[src/rtl/cpu_pkg.sv]
// cpu_pkg: shared register/word types and operand-source encoding for the ID stage
package cpu_pkg;
    typedef logic [4:0]  reg_idx_t;
    typedef logic [31:0] word_t;
    typedef enum logic [2:0] {SRC_ZERO, SRC_EX, SRC_MEM, SRC_WB, SRC_RF} src_e;
endpackage

[src/rtl/fwd_select.sv]
// fwd_select: resolves one source operand through ID/EX, EX, MEM, WB and RF, flagging hazards
module fwd_select
    import cpu_pkg::*;
(
    input  logic     used,
    input  reg_idx_t s,
    input  word_t    bus,
    input  logic     idex_valid,
    input  logic     idex_regwr,
    input  reg_idx_t idex_dst,
    input  logic     ex_regwr,
    input  reg_idx_t ex_dst,
    input  logic     ex_resvld,
    input  word_t    ex_res,
    input  logic     mem_regwr,
    input  reg_idx_t mem_dst,
    input  logic     mem_resvld,
    input  word_t    mem_res,
    input  logic     wb_wr,
    input  reg_idx_t wb_dst,
    input  word_t    wb_res,
    input  logic     sb_busy,
    output word_t    data,
    output logic     hazard
);
    src_e src;
    logic en, idex_hit;
    always_comb begin
        en = used && s != '0;
        idex_hit = idex_valid && idex_regwr && idex_dst == s;
        src = !en ? SRC_ZERO :
              (ex_regwr && ex_dst == s) ? SRC_EX :
              (mem_regwr && mem_dst == s) ? SRC_MEM :
              (wb_wr && wb_dst == s) ? SRC_WB : SRC_RF;
        hazard = en && (idex_hit || (src == SRC_EX && !ex_resvld) ||
                 (src == SRC_MEM && !mem_resvld) || (src == SRC_RF && sb_busy));
        data = src == SRC_EX ? ex_res :
               src == SRC_MEM ? mem_res :
               src == SRC_WB ? wb_res :
               src == SRC_RF ? bus : '0;
    end
endmodule

[src/rtl/id_operand_stage.sv]
// id_operand_stage: operand bypass, long-latency scoreboard and ID/EX register (ID_STALL_CNT_EN adds stall_cnt)
module id_operand_stage
    import cpu_pkg::*;
#(
    parameter int CTRL_W   = 16,
    parameter int SB_CNT_W = 2
) (
    input  logic              clk,
    input  logic              rst,
    input  logic              flush,
    input  logic              ID_valid,
    output logic              ID_ready,
    input  reg_idx_t          ID_rs,
    input  reg_idx_t          ID_rt,
    input  logic              ID_rs_used,
    input  logic              ID_rt_used,
    input  word_t             ID_BusA,
    input  word_t             ID_BusB,
    input  reg_idx_t          ID_Dst,
    input  logic              ID_RegWr,
    input  logic              ID_Long,
    input  logic [CTRL_W-1:0] ID_Ctrl,
    input  reg_idx_t          EX_Dst,
    input  reg_idx_t          MEM_Dst,
    input  logic              EX_RegWr,
    input  logic              MEM_RegWr,
    input  logic              EX_ResVld,
    input  logic              MEM_ResVld,
    input  word_t             EX_Res,
    input  word_t             MEM_Res,
    input  reg_idx_t          WB_Dst,
    input  logic              WB_RFWr,
    input  word_t             WB_Result,
    input  logic              WB_Long,
    output logic              EX_valid,
    input  logic              EX_ready,
    output word_t             EX_OpA,
    output word_t             EX_OpB,
    output reg_idx_t          EX_OutDst,
    output logic              EX_OutRegWr,
    output logic              EX_OutLong,
`ifdef ID_STALL_CNT_EN
    output logic [31:0]       stall_cnt,
`endif
    output logic [CTRL_W-1:0] EX_OutCtrl
);
    localparam logic [SB_CNT_W-1:0] SB_MAX = {SB_CNT_W{1'b1}};
    logic [SB_CNT_W-1:0] sb [32];
    word_t op_a, op_b;
    logic haz_a, haz_b, waw, load, inc, dec;
    fwd_select u_fwd_a (
        .used(ID_rs_used), .s(ID_rs), .bus(ID_BusA),
        .idex_valid(EX_valid), .idex_regwr(EX_OutRegWr), .idex_dst(EX_OutDst),
        .ex_regwr(EX_RegWr), .ex_dst(EX_Dst), .ex_resvld(EX_ResVld), .ex_res(EX_Res),
        .mem_regwr(MEM_RegWr), .mem_dst(MEM_Dst), .mem_resvld(MEM_ResVld), .mem_res(MEM_Res),
        .wb_wr(WB_RFWr), .wb_dst(WB_Dst), .wb_res(WB_Result),
        .sb_busy(sb[ID_rs] != '0), .data(op_a), .hazard(haz_a)
    );
    fwd_select u_fwd_b (
        .used(ID_rt_used), .s(ID_rt), .bus(ID_BusB),
        .idex_valid(EX_valid), .idex_regwr(EX_OutRegWr), .idex_dst(EX_OutDst),
        .ex_regwr(EX_RegWr), .ex_dst(EX_Dst), .ex_resvld(EX_ResVld), .ex_res(EX_Res),
        .mem_regwr(MEM_RegWr), .mem_dst(MEM_Dst), .mem_resvld(MEM_ResVld), .mem_res(MEM_Res),
        .wb_wr(WB_RFWr), .wb_dst(WB_Dst), .wb_res(WB_Result),
        .sb_busy(sb[ID_rt] != '0), .data(op_b), .hazard(haz_b)
    );
    always_comb begin
        waw = ID_RegWr && ID_Long && ID_Dst != '0 && sb[ID_Dst] == SB_MAX;
        ID_ready = !(haz_a || haz_b || waw) && (!EX_valid || EX_ready) && !flush;
        load = ID_valid && ID_ready;
        inc = EX_valid && EX_ready && !flush && EX_OutRegWr && EX_OutLong && EX_OutDst != '0;
        dec = WB_RFWr && WB_Long && WB_Dst != '0;
    end
    always_ff @(posedge clk) begin
        if (rst) begin
            EX_valid <= 1'b0;
            EX_OpA <= '0;
            EX_OpB <= '0;
            EX_OutDst <= '0;
            EX_OutRegWr <= 1'b0;
            EX_OutLong <= 1'b0;
            EX_OutCtrl <= '0;
        end else begin
            EX_valid <= flush ? 1'b0 : load ? 1'b1 : EX_ready ? 1'b0 : EX_valid;
            if (load) begin
                EX_OpA <= op_a;
                EX_OpB <= op_b;
                EX_OutDst <= ID_Dst;
                EX_OutRegWr <= ID_RegWr;
                EX_OutLong <= ID_Long;
                EX_OutCtrl <= ID_Ctrl;
            end
        end
    end
    // coincident issue and retire of the same register cancel out
    for (genvar g = 0; g < 32; g++) begin : g_sb
        logic up, dn;
        assign up = inc && EX_OutDst == reg_idx_t'(g);
        assign dn = dec && WB_Dst == reg_idx_t'(g);
        always_ff @(posedge clk) begin
            if (rst) sb[g] <= '0;
            else if (up && !dn && sb[g] != SB_MAX) sb[g] <= sb[g] + SB_CNT_W'(1);
            else if (dn && !up && sb[g] != '0) sb[g] <= sb[g] - SB_CNT_W'(1);
        end
    end
`ifdef ID_STALL_CNT_EN
    always_ff @(posedge clk) begin
        if (rst) stall_cnt <= '0;
        else if (ID_valid && !ID_ready && !flush) stall_cnt <= stall_cnt + 32'd1;
    end
`endif
endmodule
[config.mk]
export PLATFORM = sky130hd
export DESIGN_NAME = id_operand_stage
export DESIGN_NICKNAME = d
export VERILOG_FILES = /design/src/rtl/cpu_pkg.sv /design/src/rtl/fwd_select.sv /design/src/rtl/id_operand_stage.sv
export SDC_FILE = /design/constraint.sdc
export NUM_CORES = 1
export LEC_CHECK = 0
export BUFFER_PORTS_ARGS = -buffer_cell sky130_fd_sc_hd__buf_2
export CORE_ASPECT_RATIO = 1.5
export CORE_UTILIZATION = 59
export CTS_BUF_LIST = sky130_fd_sc_hd__clkbuf_8 sky130_fd_sc_hd__clkbuf_16
export DETAILED_ROUTE_END_ITERATION = 16
export PLACE_DENSITY = 0.88
export RECOVER_POWER = 100
export SLEW_MARGIN = 40
export SYNTH_ARGS = -nofsm -noshare
export SYNTH_HDL_FRONTEND = slang
export SYNTH_SLANG_ARGS = --single-unit
[constraint.sdc]
create_clock -name clk -period 5.93 [get_ports clk]
set_clock_uncertainty 0.15 [all_clocks]
set_input_delay 1.186 -clock clk [delete_from_list [all_inputs] [get_ports clk]]
set_output_delay 1.186 -clock clk [all_outputs]
set_load 0.02 [all_outputs]
# After elaboration in Yosys (flattened, before gate mapping)
# Memory sizes are Yosys's and may differ from the RTL's.
# Cells that the tools add are included.
# totals
reg_bits,88
mem_bits_rw,64
inputBits,221
output_inout_bits,89
wordCells,900
n_memories,1
# mem_list
memory,words,word_bits,read_ports,rd_clocked_by_memory_dff,write_ports,line,text
sb,32,2,35,0,32,id_operand_stage.sv:48,logic [SB_CNT_W-1:0] sb [32];
# classes
addsub,64
eq_ne,111
muxes,308
n_bitwise,64
n_reduce_logical,345
# op_table
operator,count
32-bit 2-to-1 mux,8
1-bit 2-to-1 mux,228
1-bit logical AND,224
5-bit equality test (second input constant),32
2-bit 2-to-1 mux,64
5-bit by 4-bit equality test with 1-bit output (second input constant),16
2-bit nonzero test,35
1-bit zero test,69
2-bit by 1-bit adder with 2-bit output (second input constant),32
2-bit != test (second input constant),32
1-bit OR,64
2-bit by 1-bit subtractor with 2-bit output (second input constant),32
5-bit by 3-bit equality test with 1-bit output (second input constant),8
5-bit equality test,8
5-bit nonzero test,5
3-bit 2-to-1 mux,8
5-bit by 2-bit equality test with 1-bit output (second input constant),4
3-bit by 2-bit equality test with 1-bit output (second input constant),4
5-bit by 1-bit equality test with 1-bit output (second input constant),2
5-bit zero test,2
1-bit logical OR,9
3-bit by 1-bit equality test with 1-bit output (second input constant),2
3-bit equality test (second input constant),2
2-bit equality test (second input constant),1
2-bit OR reduction,1

# Depth between registers and ports, before layout
# Gate-level depths: netlist of run 1.
# logic_depth
depth_word,19
ltp_mapped,14

# By module
# Synthesis of run 1 repeated with hierarchy kept, for this count alone.
# unflattened
cells_unflattened,1502
area_unflattened_um2,12777.3
# by_module_without_submodules
module,instances,cells_each,area_each_um2
id_operand_stage,1,1088,9922.0
fwd_select,2,207,1427.6

# Least setup slack after synthesis of run 1
# No wires, ideal clock.
# synth_path
path_type,in2out
start,input ID_rt[1]
end,output ID_ready
t_arrival_ns,3.218
slack_ns,1.376
stages,10
n_path_buf,4
path_cell_list,buf_2 buf_2 buf_2 mux4_2 nor2_1 o2111ai_1 or4_1 nand4_4 inv_4 buf_2
# synth_between
elab_chain_cells,17
# synth_rtl
item,line,text
from (decl),id_operand_stage.sv:14,"input reg_idx_t ID_rt,"
5-bit equality test,fwd_select.sv:34,(wb_wr && wb_dst == s) ? SRC_WB : SRC_RF;
1-bit logical AND,fwd_select.sv:34,
3-bit 2-to-1 mux,fwd_select.sv:34,
3-bit 2-to-1 mux,fwd_select.sv:33,(mem_regwr && mem_dst == s) ? SRC_MEM :
3-bit 2-to-1 mux,fwd_select.sv:32,(ex_regwr && ex_dst == s) ? SRC_EX :
3-bit 2-to-1 mux,fwd_select.sv:31,src = !en ? SRC_ZERO :
3-bit by 1-bit equality test with 1-bit output,fwd_select.sv:35,hazard = en && (idex_hit || (src == SRC_EX && !ex_resvld) ||
1-bit logical AND,fwd_select.sv:35,
1-bit logical OR (2 in series),fwd_select.sv:35,
1-bit logical OR,fwd_select.sv:36,(src == SRC_MEM && !mem_resvld) || (src == SRC_RF && sb_busy));
1-bit logical AND (*),fwd_select.sv:35,
1-bit logical OR (*) (2 in series),id_operand_stage.sv:69,ID_ready = !(haz_a || haz_b || waw) && (!EX_valid || EX_ready) && !flush;
1-bit zero test (*),id_operand_stage.sv:69,
1-bit logical AND (*) (2 in series),id_operand_stage.sv:69,
to (decl),id_operand_stage.sv:12,"output logic ID_ready,"
# Mark *: on every way between the ends. The rest lies on a longest branch, timed or not.

# Worst setup path after layout of run 1
# layout_path
start,input ID_rs[1]
end,output ID_ready
# layout_between
elab_chain_cells,17
# layout_rtl
item,line,text
from (decl),id_operand_stage.sv:13,"input reg_idx_t ID_rs,"
5-bit equality test,fwd_select.sv:34,
1-bit logical AND,fwd_select.sv:34,
3-bit 2-to-1 mux,fwd_select.sv:34,
3-bit 2-to-1 mux,fwd_select.sv:33,
3-bit 2-to-1 mux,fwd_select.sv:32,
3-bit 2-to-1 mux,fwd_select.sv:31,
3-bit by 1-bit equality test with 1-bit output,fwd_select.sv:35,
1-bit logical AND,fwd_select.sv:35,
1-bit logical OR (2 in series),fwd_select.sv:35,
1-bit logical OR,fwd_select.sv:36,
1-bit logical AND (*),fwd_select.sv:35,
1-bit logical OR (*) (2 in series),id_operand_stage.sv:69,
1-bit zero test (*),id_operand_stage.sv:69,
1-bit logical AND (*) (2 in series),id_operand_stage.sv:69,
# Marks and branches as above.

==> summary.log, run 1 <==
qor: outcome.status finished, violations left
qor: outcome.failed_checks capacitance limit, slew limit
qor: clocking.clk_root_buffer_cell clkbuf_16
qor: logic_synthesis.postSynthCellCount 1473
qor: global_route.antenna_found_initial 11
qor: clocking.clock-sinks 152
qor: worst_setup_path.path_buf_inv 3
qor: worst_setup_path.r2r.worst_path.cells 9
qor: global_route.global_route.usage.total 43.26%
qor: sta.finalSetupViolations 0
qor: logic_synthesis.syn-cell-area 11750 um2
qor: routing.vias_per_cell 6.696
qor: power.power_report.internal_total 1964 uW
qor: sta.clock.fmax 0.1861 GHz
qor: power.cellLeakagePower 0.005155 uW
qor: clocking.postCtsHoldBufs 0
qor: routing.drt_wl_total 44.06 mm
qor: die.die_width 117.2 um
qor: clocking.post-cts-setup-buffer-count 0
qor: worst_setup_path.timing.reg2reg.setup_slack 1710 ps
qor: hold_path.timing.hold.worst_path_depth 2
qor: place.globalplace.congestion 1.006
qor: worst_setup_path.timing.critical_path.from_type input port
qor: worst_setup_path.crit_cells 9
qor: global_route.grt_pass1_vias 12590
qor: die.initial_core_util 60.82%
qor: place.pre_cts_setup_slack 795.0 ps
qor: routing.average_wire_length_per_cell_after_detail_routing 22.33 um
qor: worst_setup_path.worst_path_largest_cell_delay 540 ps
qor: global_route.grt.overflow.total 0
qor: clocking.count_of_h_tree_levels_built_during_cts 4
qor: worst_setup_path.worst_path_dominant_cell_family buffers and inverters
qor: sta.post-route-worst-setup-slack 557.5 ps
qor: worst_setup_path.crit_path_cell_trace buf_2, xor2_1, nor4_2, a31o_2, nor2_1, a2111oi_4, nand4_4, clkinvlp_2, clkbuf_1
qor: clocking.cts_buffer_depth 2
qor: sta.timing.final.max_slew_violations 203
qor: cells_and_area.layout.cells.non_filler 1973
qor: logic_synthesis.yosysTopAreaCellShare 16.36%
qor: logic_synthesis.share_of_flip_flops_with_an_asynchronous_set_or_reset 0%
qor: die.design.die.area 20490 um2
qor: cells_and_area.area.growth.synth_to_final 16.69%
qor: place.place_inst 1930
qor: logic_synthesis.synth_enable_flop_cells 64
qor: die.core-area 19320 um2
qor: sta.fin_crit_sh 90.60%
qor: power.pwr-share-clk 38.1%
qor: power.combinationalPowerShare 20.8%
qor: cells_and_area.fin_nets 1974
qor: logic_synthesis.synth_warn 0
qor: power.max-vdd-ir-drop 234.7 uV
qor: logic_synthesis.dominantRegCellSynth dfxtp_1
qor: power.total_switching_power 934.1 uW
qor: routing.number_of_antenna_violating_nets_in_the_routed_design 0
qor: logic_synthesis.yosysUniqueCellTypes 69
qor: cells_and_area.layout.cells.most_common buf_2
qor: hold_path.min_path_type reg2reg
qor: cells_and_area.fraction_of_layout_instances_using_a_drive_strength_above_1 18.00%
qor: worst_setup_path.worstSetupPathType in2out
qor: place.dpl.hpwl 31.40 mm
qor: routing.drt_first_iter_violations 1514
qor: routing.routed-via-count 13210
qor: worst_setup_path.critical_path.reg2reg.startpoint sb[27][0]$_DFFE_PP_
qor: cells_and_area.layout_common_cells 219 x buf_2, 142 x nand2_1, 123 x nor2_1
qor: sta.timing.final.crit_period 5372 ps
qor: worst_setup_path.cp_data_arrival_time 4040 ps
qor: worst_setup_path.cpMaxStageDelayCell buf_2
qor: sta.worstMarginPinSlew 3955 ps
qor: sta.hold_slack 328.1 ps
qor: power.p_per_area 211.4 nW/um2
qor: power.switching_share 32.23%
qor: clocking.tritoncts.num_buffers 17
qor: logic_synthesis.syn-mean-instance-area 7.976 um2
qor: die.chipHeight 174.8 um
qor: clocking.clock_latency 450 ps
qor: sta.report.final.hold_viol_count 0
qor: power.seq_power_share 41.1%
qor: logic_synthesis.yosysSeqAreaShare 31.35%
qor: routing.dr.pass1.iters 5
qor: sta.unrepaired_setup_endpoints_after_global_routing false
qor: clocking.cts_tree done
qor: global_route.grt_first_pass_wirelength 67.16 mm
qor: clocking.clk_pin_slew 60 ps
qor: cells_and_area.post-route-cell-area 13710 um2
qor: worst_setup_path.cp_max_fo 37
qor: worst_setup_path.timing.critical_path.to_type primary output
qor: place.count_of_buffers_inserted_at_the_top_level_ports 309
qor: routing.route.detailed.drc 0
qor: logic_synthesis.post_synthesis_cell_type_with_the_largest_combined_area edfxtp_1
qor: sta.fin_tns_setup 0 ps
qor: hold_path.hold_path_end EX_OpA[15]$_SDFFE_PP0P_
qor: die.ioPinCount 310
qor: logic_synthesis.yosys-top-cells-area edfxtp_1 16%, dfxtp_1 15%, ha_1 6.4%
qor: worst_setup_path.regToRegEndpoint EX_OpB[7]$_SDFFE_PP0P_
qor: worst_setup_path.crit_required 4590 ps
qor: hold_path.holdCritStartpoint EX_OpA[15]$_SDFFE_PP0P_
qor: sta.timing.max_slew.rel_slack -163.7%
qor: logic_synthesis.synth.ff_latch_count 152
qor: place.placedInstanceArea 13240 um2
qor: die.core.rowCount 62
qor: global_route.grt_max_degree 203
qor: clocking.cts.repair.resized 0
qor: job.maxcap_viol_count 1
-- worst register-to-register path: cells and delay by family, from the launching register on --
family	cells	cell delay [ps]
flip-flops	1	450
AND/OR/NAND/NOR	4	1400
buffers and inverters	1	1050
AO/OA/AOI/OAI	4	860
-- per-stage QoR --
| stage | total power, uW | utilization (%) |
|---|---|---|
| floorplan | 1576 | - |
| global placement | 1791 | 68.50 |
| detailed placement | 1805 | 68.55 |
| CTS | 2881 | 71.56 |
| global route | 2984 | 70.97 |
| finish | 2898 | 70.97 |
-- cell families after synthesis --
| family | share of synthesized area [%] |
|---|---|
| AOI/OAI and AO/OA | 23.11 |
| other | 0.03192 |
| and+or+nand+nor | 24.53 |
| adders and majority gates | 6.390 |
| xor gates and xnor gates | 2.982 |
| DFF | 31.35 |
| buffers and inverters | 6.954 |
| muxes | 4.654 |
-- how the worst max path moves through the flow --
| stage | slack [ps] | endpoint | start |
|---|---|---|---|
| final | 560 | ID_ready | ID_rs[1] |
| after global placement | 820 | ID_ready | ID_rs[1] |
| after global routing | 400 | ID_ready | ID_rs[1] |
| after floorplan | 1380 | ID_ready | ID_rt[1] |
| after CTS | 780 | ID_ready | ID_rs[1] |
| after detailed placement | 790 | ID_ready | ID_rs[1] |
-- layer usage --
metal / vias to the layer above / global-route usage, % / wire [um]
met5: - / 0 / 0
met4: 0 / 32.96 / 3333
met3: 243 / 16.30 / 5609
met2: 937 / 64.93 / 20040
met1: 6123 / 48.94 / 15070
li1: 5908 / - / -
-- flip-flops by register name, summed over array words and instances (netlist names) --
name         cells
EX_valid         1
EX_OutLong       1
EX_OpA          32
sb              64
EX_OutCtrl      16
EX_OpB          32
EX_OutRegWr      1
EX_OutDst        5
-- power groups by stage --
stage          Sequential (uW)  Clock (uW)  Combinational (uW)
3_5_place_dp              1210           0                 595
3_3_place_gp              1210           0                 582
6_report                  1190        1100                 603
2_1_floorplan             1240           0                 333
4_1_cts                   1190        1090                 598
5_1_grt                   1200        1140                 644
-- cell type report --
| cell class | instances | area [um2] |
|---|---|---|
| multi-input combinational | 1130 | 7282 |
| fill | 1657 | 5607 |
| sequential | 152 | 3684 |
| timing repair buffer | 326 | 1564 |
| clock buffer | 20 | 500.5 |
| tap | 256 | 320.3 |
| inverter | 66 | 249.0 |
| clock inverter | 12 | 82.58 |
| antenna | 11 | 27.53 |
-- Yosys cell counts, types with 4 or more instances --
master,n
nand2_1,143
nor2_1,124
nand3_1,106
o21ai_0,92
dfxtp_1,88
a21oi_1,85
clkbuf_1,75
inv_1,65
edfxtp_1,64
nor3_1,61
ha_1,60
a311oi_1,51
o211ai_1,51
a211oi_1,44
buf_2,35
or4_1,33
nand3b_1,32
mux2i_1,31
nand2b_1,26
xnor2_1,22
a221oi_1,20
xor2_1,18
mux2_2,15
o21a_1,15
nor2b_1,9
a31oi_1,8
buf_1,8
buf_6,6
nand4_1,6
nor4_1,5
a2111oi_0,4
and2_1,4
nand4b_1,4
o2111ai_1,4
o31ai_1,4
o41ai_1,4
or2_2,4
Power figures use the tool's default switching activity.
==> run 2: changes to the inputs <==
- CTS_BUF_LIST: sky130_fd_sc_hd__clkbuf_8 sky130_fd_sc_hd__clkbuf_16 -> default
- MAX_ROUTING_LAYER: default -> met4
==> run 2 against run 1 <==
Net effect:
- critical path depth unchanged
- global-route usage up 1.5 points
- register-to-register slack barely moved
- flip-flop and latch count is the same
- setup slack got worse by 150 ps
- sequential share of layout area is 0.20 points lower
- core utilization rose by 0.54 points
- sequential power hardly changed
- clock power increased by 9%
- non-clock buffer count grew 4
- the run still ends with capacitance limit, slew limit left
- critical path type unchanged
- hold slack got worse by 10 ps
- final cell count rose by 0.35%
==> summary.log, run 2 (synthesis gave the netlist of run 1 again) <==
qor: cells_and_area.area.growth.synth_to_final 17.57%
qor: worst_setup_path.cpMaxStageDelayCell or4_1
qor: worst_setup_path.worstSetupPathType in2out
qor: cells_and_area.largest_reg_flops 64 [unchanged]
qor: sta.timing.final.crit_period 5522 ps [+149.5 ps]
qor: power.combinationalPowerShare 20.3% [-0.5 points]
qor: clocking.tritoncts.num_buffers 17 [unchanged]
qor: outcome.failed_checks capacitance limit, slew limit
qor: power.seq_power_share 39.8% [-1.3 points]
qor: worst_setup_path.crit_path_cell_trace clkbuf_2, or4_1, o21ai_4, a31o_2, nor2_1, a2111oi_4, nand4_4, inv_4, clkbuf_1
qor: cells_and_area.register_with_the_highest_flop_count sb
qor: sta.clock.fmax 0.1811 GHz [-2.7%]
qor: routing.route.detailed.drc 0 [unchanged]
qor: power.p_per_area 216.8 nW/um2 [+2.5%]
qor: routing.number_of_antenna_violating_nets_in_the_routed_design 0 [unchanged]
qor: power.power_report.internal_total 2076 uW [+5.7%]
qor: clocking.cts_tree done
qor: routing.vias_per_cell 6.649 [-0.70%]
qor: hold_path.holdCritStartpoint EX_OpA[6]$_SDFFE_PP0P_
qor: sta.timing.max_slew.rel_slack -123.5% [+40 points]
qor: worst_setup_path.timing.reg2reg.setup_slack 1700 ps [about the same]
qor: place.count_of_buffers_inserted_at_the_top_level_ports 309 [unchanged]
qor: routing.routed-via-count 13170 [-0.35%]
qor: power.max-vdd-ir-drop 189.8 uV [-19%]
qor: sta.worstMarginPinSlew 3352 ps [-603.6 ps]
qor: power.cellLeakagePower 0.005201 uW [+0.90%]
qor: global_route.grt.overflow.total 0 [unchanged]
qor: sta.fin_crit_sh 93.12% [+2.5 points]
qor: clocking.clk_pin_slew 70 ps [about the same]
qor: sta.timing.final.max_slew_violations 159 [-22%]
qor: global_route.grt_max_degree 89 [-56%]
qor: die.core.rowCount 62 [unchanged]
qor: die.design.die.area 20490 um2 [unchanged]
qor: global_route.grt_first_pass_wirelength 67.34 mm [+0.26%]
qor: cells_and_area.layout.cells.most_common buf_2
qor: worst_setup_path.cp_max_fo 37 [unchanged]
qor: clocking.cts.repair.resized 0 [unchanged]
qor: cells_and_area.layout_common_cells 217 x buf_2, 142 x nand2_1, 122 x nor2_1
qor: cells_and_area.largestRegisters sb x64, EX_OpA x32, EX_OpB x32
qor: cells_and_area.layout.filler_cells 1667 [+0.60%]
qor: sta.finalSetupViolations 0 [unchanged]
qor: die.core-area 19320 um2 [unchanged]
qor: die.ioPinCount 310 [unchanged]
qor: clocking.post-cts-setup-buffer-count 0 [unchanged]
qor: cells_and_area.final_core_util 71.51% [+0.54 points]
qor: worst_setup_path.crit_required 4590 ps [about the same]
qor: worst_setup_path.worst_path_largest_cell_delay 710 ps [+170 ps]
qor: sta.unrepaired_setup_endpoints_after_global_routing false
qor: hold_path.min_path_type reg2reg
qor: global_route.grt_pass1_vias 12550 [-0.31%]
qor: cells_and_area.fin_nets 1978 [+0.20%]
qor: global_route.global_route.usage.total 44.79% [+1.5 points]
qor: worst_setup_path.r2r.worst_path.cells 9 [unchanged]
qor: place.globalplace.congestion 1.033 [+2.7%]
qor: clocking.clk_root_buffer_cell clkbuf_16
qor: die.die_width 117.2 um [unchanged]
qor: routing.dr.pass1.iters 6 [+1]
qor: power.switching_share 30.66% [-1.6 points]
qor: die.chipHeight 174.8 um [unchanged]
qor: cells_and_area.fraction_of_layout_instances_using_a_drive_strength_above_1 18.01% [about the same]
qor: clocking.clock-sinks 152 [unchanged]
qor: clocking.postCtsHoldBufs 0 [unchanged]
qor: worst_setup_path.path_buf_inv 3 [unchanged]
qor: worst_setup_path.cp_data_arrival_time 4190 ps [+150 ps]
qor: hold_path.hold_path_end EX_OpA[6]$_SDFFE_PP0P_
qor: clocking.cts_buffer_depth 2 [unchanged]
qor: worst_setup_path.critical_path.reg2reg.startpoint sb[27][0]$_DFFE_PP_
qor: routing.drt_wl_total 44.18 mm [+0.29%]
qor: worst_setup_path.startpoint ID_rs[1]
qor: power.total_switching_power 918.2 uW [-1.7%]
qor: job.maxcap_viol_count 2 [+1]
qor: worst_setup_path.regToRegEndpoint EX_OpA[25]$_SDFFE_PP0P_
qor: sta.fin_tns_setup 0 ps [unchanged]
qor: global_route.antenna_found_initial 14 [+3]
qor: clocking.clock_latency 450 ps [about the same]
qor: outcome.status finished, violations left
qor: sta.report.final.hold_viol_count 0 [unchanged]
qor: clocking.count_of_h_tree_levels_built_during_cts 4 [unchanged]
qor: routing.average_wire_length_per_cell_after_detail_routing 22.32 um [about the same]
qor: worst_setup_path.timing.critical_path.to_type primary output
qor: worst_setup_path.timing.critical_path.from_type input port
qor: routing.drt_first_iter_violations 1676 [+11%]
qor: hold_path.timing.hold.worst_path_depth 2 [unchanged]
qor: die.initial_core_util 60.82% [unchanged]
qor: power.pwr-share-clk 40.0% [+1.9 points]
qor: worst_setup_path.worst_path_dominant_cell_family simple AND/OR/NAND/NOR gates
qor: place.dpl.hpwl 31.83 mm [+1.3%]
[run 2: changes by cell type in the layout (fill, tap and decap cells not counted), sizes merged]
cell | before | now
clkinvlp | 2 | 0
inv | 72 | 69
bufinv | 0 | 3
clkbuf | 112 | 116
buf | 234 | 236
diode | 11 | 14
[run 2: how the worst max path moves through the flow]
stage / cells past startpoint / endpoint / slack [ps]
2_1_floorplan: 10 / ID_ready / 1380
3_3_place_gp: 9 / ID_ready / 810
3_5_place_dp: 9 / ID_ready / 760
4_1_cts: 9 / ID_ready / 730
5_1_grt: 9 / ID_ready / 290
6_report: 9 / ID_ready / 410
[run 2: power by group through the flow]
stage	clock, uW	sequential [uW]	combinational (uW)
6_report	1200	1190	607
3_5_place_dp	0	1210	597
3_3_place_gp	0	1210	584
2_1_floorplan	0	1240	333
4_1_cts	1190	1190	600
5_1_grt	1240	1200	647
[run 2: per-layer routing]
metal | part of all wire (%) | GRT usage [%] | wire length [um] | vias up
met4 | 7.9 | 30.38 | 3476 | 0
met3 | 12 | 12.56 | 5228 | 241
met5 | 0 | - | 0 | -
met1 | 35 | 50.93 | 15290 | 6053
li1 | - | - | - | 5937
met2 | 46 | 67.45 | 20190 | 934
[run 2: worst reg2reg max path: stages, from the launching register on]
cell       delay, ps
edfxtp_1         470
or4b_2           660
o311ai_0         180
o211ai_1         180
o2111ai_1        250
or4_1            190
nand4_4          340
nor2_4           170
clkbuf_2        1050
a311oi_1         280
[run 2: through the flow]
stage | instance area, um2 | total power, uW | std cells | hold WS (ps) | worst slack, ps
finish | 13810 | 2994 | 1980 | 318.1 | 408.1
global route | 13810 | 3080 | 1980 | 339.7 | 292.8
CTS | 13900 | 2982 | 1966 | 318.9 | 733.5
detailed placement | 13270 | 1806 | 1934 | 307.1 | 763.7
global placement | 13240 | 1793 | 1933 | 301.5 | 809.4
floorplan | 11750 | 1576 | 1474 | 389.7 | 1376
[run 2: cell type report]
type	count	area (um2)	area share, %
Antenna cell	14	35.03	0.2536
Clock buffer	22	496.7	3.596
Sequential cell	152	3684	26.67
Inverter	66	250.2	1.812
Tap cell	256	320.3	2.319
Timing Repair Buffer	330	1602	11.59
Clock inverter	10	136.4	0.9873
Multi-Input combinational cell	1130	7289	52.77
==> run 3: changes to the inputs <==
- CORE_UTILIZATION: 59 -> 54
- PLACE_DENSITY: 0.88 -> 0.81
- clock period: 5.93 -> 5.6 ns (I/O delays scaled with it)
==> run 3 against run 2 <==
Net effect:
- the run still ends with capacitance limit, slew limit left
- core utilization is 6.1 points lower
- sequential power is 6% higher
- total power is 6.6% higher
- count of clock-buffer cells in the layout is 1 lower
- die area is 9.1% higher
- clock power is 8% higher
- sequential share of layout area hardly changed
- critical endpoint unchanged
- largest power group unchanged
==> summary.log, run 3 (synthesis gave the netlist of run 1 again) <==
qor: outcome.failed_checks capacitance limit, slew limit
qor: routing.drt_first_iter_violations 1348 [-20%]
qor: place.globalplace.congestion 1.035 [+0.14%]
qor: die.ioPinCount 310 [unchanged]
qor: worst_setup_path.r2r.worst_path.cells 10 [+1]
qor: power.seq_power_share 39.5% [-0.3 points]
qor: worst_setup_path.crit_required 4330 ps [-260 ps]
qor: sta.timing.final.crit_period 5201 ps
qor: cells_and_area.layout_common_cells 218 x buf_2, 142 x nand2_1, 121 x nor2_1
qor: worst_setup_path.cpMaxStageDelayCell nor4_1
qor: die.core-area 21150 um2 [+9.5%]
qor: routing.route.detailed.drc 0 [unchanged]
qor: clocking.clock_latency 450 ps [about the same]
qor: die.design.die.area 22360 um2 [+9.1%]
qor: cells_and_area.largestRegisters sb x64, EX_OpA x32, EX_OpB x32
qor: routing.dr.pass1.iters 7 [+1]
qor: job.maxcap_viol_count 1 [-1]
qor: clocking.cts.repair.resized 0 [unchanged]
qor: power.pwr-share-clk 40.4% [+0.4 points]
qor: place.placedInstanceArea 13270 um2 [about the same]
qor: cells_and_area.fin_nets 1976 [-0.10%]
qor: global_route.global_route.usage.total 41.08% [-3.7 points]
qor: power.power_report.internal_total 2215 uW [+6.7%]
qor: worst_setup_path.worstSetupPathType in2out
qor: worst_setup_path.critical_path.reg2reg.startpoint sb[27][0]$_DFFE_PP_
qor: worst_setup_path.crit_path_cell_trace buf_2, xor2_1, nor4_1, a31o_2, nor2_2, a2111oi_4, nand4_4, inv_4, clkbuf_1
qor: sta.report.final.hold_viol_count 0 [unchanged]
qor: routing.average_wire_length_per_cell_after_detail_routing 22.36 um [+0.19%]
qor: hold_path.holdCritStartpoint EX_OutCtrl[5]$_SDFFE_PP0P_
qor: place.count_of_buffers_inserted_at_the_top_level_ports 309 [unchanged]
qor: hold_path.min_path_type reg2reg
qor: sta.post-route-worst-setup-slack 398.6 ps [-9.422 ps]
qor: clocking.clk_pin_slew 60 ps [about the same]
qor: die.die_width 122.4 um [+4.4%]
qor: clocking.clock-sinks 152 [unchanged]
qor: routing.routed-via-count 13130 [-0.25%]
qor: cells_and_area.layout.filler_cells 1970 [+18%]
qor: sta.timing.final.max_slew_violations 76 [-52%]
qor: cells_and_area.post-route-cell-area 13830 um2 [+0.15%]
qor: clocking.count_of_h_tree_levels_built_during_cts 4 [unchanged]
qor: routing.number_of_antenna_violating_nets_in_the_routed_design 0 [unchanged]
qor: power.total_switching_power 975.7 uW [+6.3%]
qor: place.dpl.hpwl 31.95 mm [+0.39%]
qor: worst_setup_path.timing.reg2reg.setup_slack 1590 ps [-110 ps]
qor: hold_path.timing.hold.worst_path_depth 2 [unchanged]
qor: sta.fin_tns_setup 0 ps [unchanged]
qor: sta.worstMarginPinSlew 3245 ps [-106.7 ps]
qor: power.combinationalPowerShare 20.1% [-0.2 points]
qor: worst_setup_path.regToRegEndpoint EX_OpA[7]$_SDFFE_PP0P_
qor: outcome.status finished, violations left
qor: worst_setup_path.cp_data_arrival_time 3930 ps [-260 ps]
qor: hold_path.hold_path_end EX_OutCtrl[5]$_SDFFE_PP0P_
qor: sta.finalSetupViolations 0 [unchanged]
qor: global_route.grt_max_degree 130 [+46%]
qor: routing.vias_per_cell 6.602 [-0.70%]
qor: clocking.tritoncts.num_buffers 17 [unchanged]
qor: die.initial_core_util 55.56% [-5.3 points]
qor: sta.timing.max_slew.rel_slack -116.3% [+7.1 points]
qor: cells_and_area.register_with_the_highest_flop_count sb
qor: global_route.grt.overflow.total 0 [unchanged]
qor: cells_and_area.area.growth.synth_to_final 17.74%
qor: die.core.rowCount 65 [+4.8%]
qor: worst_setup_path.worst_path_largest_cell_delay 610 ps [-100 ps]
qor: clocking.clk_root_buffer_cell clkbuf_16
qor: cells_and_area.layout.cells.most_common buf_2
qor: die.chipHeight 182.7 um [+4.5%]
qor: worst_setup_path.timing.critical_path.from_type input port
qor: worst_setup_path.timing.critical_path.to_type primary output
qor: power.switching_share 30.58% [-0.085 points]
qor: worst_setup_path.cp_max_fo 37 [unchanged]
qor: cells_and_area.largest_reg_flops 64 [unchanged]
qor: clocking.cts_tree done
qor: clocking.post-cts-setup-buffer-count 0 [unchanged]
qor: place.pre_cts_setup_slack 838.2 ps [+74.50 ps]
qor: sta.unrepaired_setup_endpoints_after_global_routing false
qor: cells_and_area.fraction_of_layout_instances_using_a_drive_strength_above_1 17.97% [-0.037 points]
qor: clocking.cts_buffer_depth 2 [unchanged]
qor: global_route.grt_first_pass_wirelength 68.41 mm [+1.6%]
qor: sta.fin_crit_sh 92.88%
qor: clocking.postCtsHoldBufs 0 [unchanged]
qor: sta.clock.fmax 0.1923 GHz
qor: power.p_per_area 230.7 nW/um2 [+6.4%]
qor: power.max-vdd-ir-drop 207.1 uV [+9.1%]
qor: global_route.antenna_found_initial 12 [-2]
qor: routing.drt_wl_total 44.47 mm [+0.65%]
qor: global_route.grt_pass1_vias 12800 [+2.0%]
qor: power.cellLeakagePower 0.005189 uW [-0.24%]
run 3: final cells by class:
class,instances,area (um2),area share [%]
antenna,13,32.53,0.2352
inverter,66,250.2,1.809
clock buffer,21,503.0,3.636
sequential,152,3684,26.63
timing repair buffer,328,1583,11.44
clock inverter,11,155.1,1.122
multi-input combinational,1130,7291,52.70
tap,268,335.3,2.424
run 3: worst max path at each step:
| stage | slack [ps] | start | cells after the start | endpoint |
|---|---|---|---|---|
| 6_report | 400 | ID_rs[1] | 9 | ID_ready |
| 5_1_grt | 340 | ID_rs[1] | 9 | ID_ready |
| 4_1_cts | 830 | ID_rs[1] | 9 | ID_ready |
| 3_5_place_dp | 840 | ID_rs[1] | 9 | ID_ready |
| 3_3_place_gp | 900 | ID_rs[1] | 9 | ID_ready |
| 2_1_floorplan | 1180 | ID_rt[1] | 10 | ID_ready |
run 3: critical path: cells and delay by family:
kind            cells  cell delay, ps
xor+xnor            1             140
compound gates      2             780
buf+inv             3            1020
simple gates        3             840
run 3: per-stage QoR:
| step | util (%) | hold slack (ps) | power, uW | instances |
|---|---|---|---|---|
| 2_1_floorplan | - | 389.7 | 1669 | 1474 |
| 3_3_place_gp | 62.69 | 301.2 | 1901 | 1944 |
| 3_5_place_dp | 62.75 | 308.7 | 1915 | 1944 |
| 4_1_cts | 65.86 | 319.7 | 3187 | 1976 |
| 5_1_grt | 65.41 | 341.6 | 3288 | 1988 |
| 6_report | 65.42 | 327.0 | 3191 | 1989 |
run 3: power groups by stage:
stage               clock [uW]  sequential [uW]  combinational, uW
finish                    1290             1260                642
CTS                       1290             1260                638
global placement             0             1280                622
detailed placement           0             1280                635
global route              1330             1270                687
floorplan                    0             1320                353
run 3: per-layer routing:
layer	global-route usage (%)	up-vias	part of all wire [%]	wire length (um)
met4	27.27	0	6.8	3009
met2	64.25	840	47	21110
met3	11.19	216	11	4917
met1	45.19	6140	35	15440
met5	-	-	0	0
li1	-	5936	-	-
